`src/rtl/axi_pkg.sv`:
```
// Shared AXI4 encodings and the read-master state type.
// Imported by the read initiator and by sibling AXI blocks.
package axi_pkg;

    localparam logic [1:0] FIXED  = 2'd0;
    localparam logic [1:0] INCR   = 2'd1;
    localparam logic [1:0] WRAP   = 2'd2;

    localparam logic [1:0] OKAY   = 2'd0;
    localparam logic [1:0] EXOKAY = 2'd1;
    localparam logic [1:0] SLVERR = 2'd2;
    localparam logic [1:0] DECERR = 2'd3;

    typedef enum logic [1:0] {
        IDLE = 2'd0,
        ADDR = 2'd1,
        DATA = 2'd2
    } rd_state_t;

endpackage

```
`src/rtl/axi_rd_out_reg.sv`:
```
// One-entry valid/ready register for {data, resp, last}; accepts a new entry
// in the same cycle the old one drains, so it sustains one transfer per cycle.
module axi_rd_out_reg #(
    parameter int DATA_WIDTH = 32
) (
    input  logic                  clk,
    input  logic                  reset,
    input  logic                  in_valid,
    output logic                  in_ready,
    input  logic [DATA_WIDTH-1:0] in_data,
    input  logic [1:0]            in_resp,
    input  logic                  in_last,
    output logic                  out_valid,
    input  logic                  out_ready,
    output logic [DATA_WIDTH-1:0] out_data,
    output logic [1:0]            out_resp,
    output logic                  out_last
);

    assign in_ready = !out_valid || out_ready;

    // NOTE: sequential state uses non-blocking assignments so every register
    // samples pre-edge values regardless of statement order.
    always_ff @(posedge clk) begin
        if (reset) begin
            // NOTE: the payload is reset too, so outputs read as zero after reset
            // rather than carrying stale data from an aborted burst.
            out_valid <= 1'b0;
            out_data  <= '0;
            out_resp  <= '0;
            out_last  <= 1'b0;
        end else if (in_valid && in_ready) begin
            out_valid <= 1'b1;
            out_data  <= in_data;
            out_resp  <= in_resp;
            out_last  <= in_last;
        end else if (out_ready) begin
            out_valid <= 1'b0;
        end
    end

endmodule

```
`src/rtl/axi_read_master.sv`:
```
// AXI4 read initiator: issues one burst per command, forwards R beats through
// a one-entry output register and reports per-burst status on a done pulse.
module axi_read_master
    import axi_pkg::*;
#(
    parameter int ADDRESS_WIDTH = 8,
    parameter int DATA_WIDTH    = 32
) (
    input  logic                     aclk,
    input  logic                     areset,
    input  logic                     cmd_valid,
    output logic                     cmd_ready,
    input  logic [ADDRESS_WIDTH-1:0] cmd_addr,
    input  logic [7:0]               cmd_len,
    input  logic [2:0]               cmd_size,
    input  logic [1:0]               cmd_burst,
    output logic [ADDRESS_WIDTH-1:0] araddr,
    output logic [7:0]               arlen,
    output logic [2:0]               arsize,
    output logic [1:0]               arburst,
    output logic                     arvalid,
    input  logic                     arready,
    input  logic [DATA_WIDTH-1:0]    rdata,
    input  logic [1:0]               rresp,
    input  logic                     rlast,
    input  logic                     rvalid,
    output logic                     rready,
    output logic [DATA_WIDTH-1:0]    out_data,
    output logic [1:0]               out_resp,
    output logic                     out_last,
    output logic                     out_valid,
    input  logic                     out_ready,
    output logic                     done,
    output logic                     done_resp_err,
    output logic                     done_len_err
);

    rd_state_t  state_q, state_d;
    logic [7:0] beat_cnt;
    logic       resp_err, len_err;
    logic       buf_ready;
    logic       beat_accept;
    logic       last_beat;
    logic       cmd_fire;

    assign last_beat   = (beat_cnt == arlen);
    assign rready      = (state_q == DATA) && buf_ready;
    assign beat_accept = rvalid && rready;
    assign cmd_fire    = cmd_valid && cmd_ready;

    // NOTE: every output of this block gets a default first, so no path can
    // leave a value unassigned and infer a latch.
    always_comb begin
        state_d   = state_q;
        cmd_ready = 1'b0;
        case (state_q)
            IDLE: begin
                cmd_ready = !areset;
                if (cmd_valid && !areset) state_d = ADDR;
            end
            ADDR:    if (arvalid && arready) state_d = DATA;
            DATA:    if (beat_accept && last_beat) state_d = IDLE;
            default: state_d = IDLE;
        endcase
    end

    always_ff @(posedge aclk) begin
        if (areset) state_q <= IDLE;
        else        state_q <= state_d;
    end

    always_ff @(posedge aclk) begin
        if (areset) begin
            araddr        <= '0;
            arlen         <= '0;
            arsize        <= '0;
            arburst       <= '0;
            arvalid       <= 1'b0;
            beat_cnt      <= '0;
            resp_err      <= 1'b0;
            len_err       <= 1'b0;
            done          <= 1'b0;
            done_resp_err <= 1'b0;
            done_len_err  <= 1'b0;
        end else begin
            done          <= 1'b0;
            done_resp_err <= 1'b0;
            done_len_err  <= 1'b0;
            if (cmd_fire) begin
                araddr   <= cmd_addr;
                arlen    <= cmd_len;
                arsize   <= cmd_size;
                arburst  <= cmd_burst;
                arvalid  <= 1'b1;
                beat_cnt <= '0;
                resp_err <= 1'b0;
                len_err  <= 1'b0;
            end
            if (arvalid && arready) arvalid <= 1'b0;
            // Termination is by count; a stray rlast only raises len_err.
            if (beat_accept) begin
                beat_cnt <= beat_cnt + 8'd1;
                resp_err <= resp_err | rresp[1];
                len_err  <= len_err | (rlast != last_beat);
                if (last_beat) begin
                    done          <= 1'b1;
                    done_resp_err <= resp_err | rresp[1];
                    done_len_err  <= len_err | (rlast != last_beat);
                end
            end
        end
    end

    axi_rd_out_reg #(
        .DATA_WIDTH (DATA_WIDTH)
    ) u_out_reg (
        .clk       (aclk),
        .reset     (areset),
        .in_valid  (rvalid && (state_q == DATA)),
        .in_ready  (buf_ready),
        .in_data   (rdata),
        .in_resp   (rresp),
        .in_last   (last_beat),
        .out_valid (out_valid),
        .out_ready (out_ready),
        .out_data  (out_data),
        .out_resp  (out_resp),
        .out_last  (out_last)
    );

endmodule
```
`config.mk`:
```
export PLATFORM = sky130hd
export DESIGN_NAME = axi_read_master
export DESIGN_NICKNAME = d
export VERILOG_FILES = /design/src/rtl/axi_pkg.sv /design/src/rtl/axi_rd_out_reg.sv /design/src/rtl/axi_read_master.sv
export SDC_FILE = /design/constraint.sdc
export NUM_CORES = 1
export LEC_CHECK = 0
export CORE_ASPECT_RATIO = 0.5
export CORE_MARGIN = 5
export CORE_UTILIZATION = 39
export CTS_BUF_LIST = sky130_fd_sc_hd__clkbuf_2
export DETAILED_ROUTE_END_ITERATION = 7
export PLACE_DENSITY = 0.88
export SYNTH_ARGS = -nofsm -noshare
export SYNTH_HDL_FRONTEND = slang
export SYNTH_SLANG_ARGS = --single-unit
```
`constraint.sdc`:
```
create_clock -name aclk -period 1.7 [get_ports aclk]
set_input_delay 0.51 -clock aclk [delete_from_list [all_inputs] [get_ports aclk]]
set_output_delay 0.51 -clock aclk [all_outputs]
set_load 0.01 [all_outputs]
```
==> key figures <==
Clocking
  • TritonCTS clock tree: built
  • Hold Buf Count CTS: 0
  • Sink Count: 73
  • Worst skew pair latency: between 0.5 and 0.6 ns
  • Clock-pin slew on the worst setup and hold paths: 0.18 ns
  • TritonCTS Buffers: 9
  • Root Driver: clkbuf_2
  • H-tree levels: 3
  • CTS Buffer Depth: 2

Power and ir drop
  • Pleak: approximately 0.0018 uW
  • Power Density: 759 nW/um^2
  • Peak VDD IR: between 0.4 and 0.5 mV

STA
  • Rel. slew slack: around two thirds
  • Min cycle time layout: about 1.9 ns
  • Setup violators final: 2
  • Hold slack: roughly 0.4 ns
  • Unrepaired setup endpoints after global routing: yes
  • Setup Skew: between 0.02 and 0.025 ns
  • Final hold violations: 0
  • F_max: between 0.5 and 0.6 GHz
  • Worst slew pin tran: a little over 0.5 ns
  • Final Cycle Share: 111%
  • PnR worst setup slack: -0.184 ns
  • Final slew viol count: 0

Critical path
  • Reg2reg setup slack: approximately 0.050 ns
  • Worst stage delay on the critical path: between 0.3 and 0.4 ns
  • Worst EP arrival: between 1 and 1.5 ns
  • Crit-path cells: and2b_2 -> and2_4 -> buf_6
  • Worst Setup Start Kind: register
  • Depth of the worst register-to-register path: 6
  • Critical path fanouts, max: 4
  • Reg2reg end: len_err
  • Crit path capture type: primary output
  • Worst path slowest cell: dfxtp_2
  • CP Data Required Time: 1.19 ns
  • Critical path class: register to primary output
  • FF-to-FF Start: arlen[0]

Hold path
  • Hold_sp: areset
  • Hold Crit Endpoint: arvalid
  • Hold path cells: 5
  • Hold Path Class: input port to register

Layout
  • Fill cells: 617
  • Ant. Diodes: 0
  • Synth-to-layout area growth: 55.8%
  • Non-filler instance count after layout: between 500 and 600
  • Post-Route Utilization: a little under two thirds
  • Nets@finish: ~560
  • Layout cells sized above 1: a little over a third

Route
  • Detailed Routing Iterations Pass 1: 4
  • Post-route ant nets: 0
  • Final WL: about 7900 um
  • Via density: between 4 and 5
  • WL/cell: around 13 um
  • DR iter-0 viols: ~100
  • Remaining routing DRC violations: 0
  • Via count: around 2800

Logic synthesis
  • Yosys cell types: 38
  • Ys Warns: 0
  • Register area share after synthesis: a little over half
  • FF+latch count, synth: 73
  • Syn nets: 401
  • Synth Cell Area: about 2800 um^2
  • Syn avg cell area: around 8.2 um^2
  • Cell count after synthesis: 338

Global route
  • First-pass GRT wire length: approximately 13000 um
  • Vias in the first global route: roughly 2700
  • Grt total ovfl: 0
  • Largest net degree at the start of global routing: 52
  • Initial antenna violation count: 0
  • GRT Total Usage: around 18%

Die
  • Die Y: roughly 69 um
  • Core ar.: around 6800 um^2
  • Initial Utilization: 40.7%
  • Row count: 21
  • Die area: 8950 um^2
  • Io pins: ~130
  • DIE WIDTH: 129 um

Place
  • Placed insts: around 560
  • HPWL after DPL: roughly 5600 um
  • Number of port buffers: between 100 and 150
  • GPL Wtd Cong: 0.823

Status
  • Violated checks: setup timing
  • Status: finished, violations left

Flow run
  • Max cap viols: 0
-- Yosys cell counts (all sizes together) --
| master | number | share of area [%] |
|---|---|---|
| a41oi | 1 | 0.32 |
| nor4b | 1 | 0.86 |
| ha | 1 | 0.45 |
| clkbuf | 14 | 1.9 |
| and2 | 1 | 0.23 |
| o211ai | 1 | 0.27 |
| nand3b | 1 | 0.27 |
| xnor2 | 1 | 0.32 |
| o31ai | 2 | 0.54 |
| a2111oi | 1 | 0.32 |
| a22oi | 1 | 0.27 |
| nand4 | 2 | 0.45 |
| or2 | 1 | 0.23 |
| nand2b | 1 | 0.23 |
| nor3 | 4 | 0.73 |
| xor2 | 8 | 2.5 |
| buf | 9 | 1.8 |
| nand4b | 1 | 0.32 |
| nand3 | 6 | 1.3 |
| and3 | 2 | 0.45 |
| nor4 | 2 | 0.45 |
| or4 | 2 | 0.54 |
| a21oi | 44 | 8.0 |
| nor2 | 8 | 1.1 |
| and2b | 1 | 0.32 |
| a31oi | 1 | 0.23 |
| a211oi | 3 | 0.82 |
| dfxtp | 73 | 53 |
| a311o | 1 | 0.36 |
| o21ai | 23 | 4.2 |
| nand2 | 114 | 16 |
| mux2 | 1 | 0.41 |
| inv | 3 | 0.41 |
| a31o | 1 | 0.32 |
| or3 | 1 | 0.23 |
| and4b | 1 | 0.36 |
-- logic make-up (layout without fill, tap and decap cells) --
| logic type | count (synthesis) | count (layout) | synth area share, % |
|---|---|---|---|
| and+or+nand+nor | 149 | 149 | 23.5 |
| buffers and inverters | 26 | 186 | 4.13 |
| DFF | 73 | 73 | 53.0 |
| adders and majority gates | 1 | 1 | 0.454 |
| AOI/OAI and AO/OA | 79 | 79 | 15.6 |
| muxes | 1 | 1 | 0.408 |
| xor gates and xnor gates | 9 | 9 | 2.86 |
-- repair_timing --
item	in CTS	in global routing
pin swaps	1	1
setup endpoints to repair	63	62
setup buffers	8	8
resized for setup	175	78
-- metrics by stage --
step,cell area (um^2),total power (uW),setup slack [ns],setup TNS [ns]
final,4300,3260,-0.184,-0.251
after global routing,4300,3420,-0.292,-0.523
after CTS,4450,3320,-0.267,-0.416
after detailed placement,4210,2220,-0.542,-18.81
after global placement,4210,2220,-0.526,-17.86
after floorplan,2760,1940,0.0793,0
-- worst max path at each step --
stage	start	end	slack (ns)	cells past startpoint
6_report	state_q[0]	rready	-0.18	3
5_1_grt	state_q[0]	rready	-0.29	3
3_5_place_dp	out_ready	rready	-0.54	4
3_3_place_gp	out_ready	rready	-0.53	4
4_1_cts	state_q[0]	rready	-0.27	3
2_1_floorplan	areset	len_err	0.08	5
-- layer usage --
layer / track usage, % / vias up / wire length [um] / part of all wire (%)
li1: - / 1442 / - / -
met4: 6.40 / 0 / 147 / 1.9
met5: 0 / - / 0 / 0
met3: 6.31 / 14 / 503 / 6.4
met2: 29.9 / 72 / 3920 / 50
met1: 20.6 / 1268 / 3300 / 42
-- critical path: cells and delay by family (launching register included) --
family	cells	cell delay (ns)
buffers and inverters	1	0.11
DFF	1	0.39
and+or+nand+nor	2	0.37
-- sequential cells by signal, indices dropped and copies added (netlist names) --
register             count
done                     1
done_resp_err            1
resp_err                 1
arvalid                  1
u_out_reg.out_last       1
u_out_reg.out_valid      1
u_out_reg.out_data      32
done_len_err             1
arsize                   3
u_out_reg.out_resp       2
len_err                  1
arlen                    8
state_q                  2
beat_cnt                 8
arburst                  2
araddr                   8
-- final cells by class --
| cell class | count | area, um^2 | share of cell area, % |
|---|---|---|---|
| repair buffers | 167 | 1310 | 30.4 |
| multi-input cells | 239 | 1200 | 27.9 |
| flip-flops and latches | 73 | 1530 | 35.7 |
| clock buffers | 9 | 45.0 | 1.05 |
| well taps | 92 | 115 | 2.68 |
| inverters | 3 | 11.3 | 0.262 |
| clock inverters | 7 | 85.1 | 1.98 |
-- power by group --
group | internal (uW) | switching, uW
combinational | 236 | 168
clock | 472 | 601
sequential | 1760 | 22.3
-- layout by cell type, fill, tap and decap left out, types with 2 or more instances in the layout --
cell type        count
nor4_1               2
bufinv_16            2
a211oi_1             3
clkinv_2             2
xor2_1               8
nor3_2               2
dfxtp_2             57
clkdlybuf4s50_1     60
o31ai_1              2
clkinv_1             2
nand2_1            114
clkdlybuf4s15_1     10
buf_2               12
nor3_1               2
dfxtp_1             16
nand3_2              2
o21ai_0             23
and3_1               2
clkbuf_2            49
a21oi_1             44
nor2_1               8
nand3_1              4
or4_1                2
nand4_1              2
inv_1                3
buf_4               43
(Power assumes the default switching activity.)
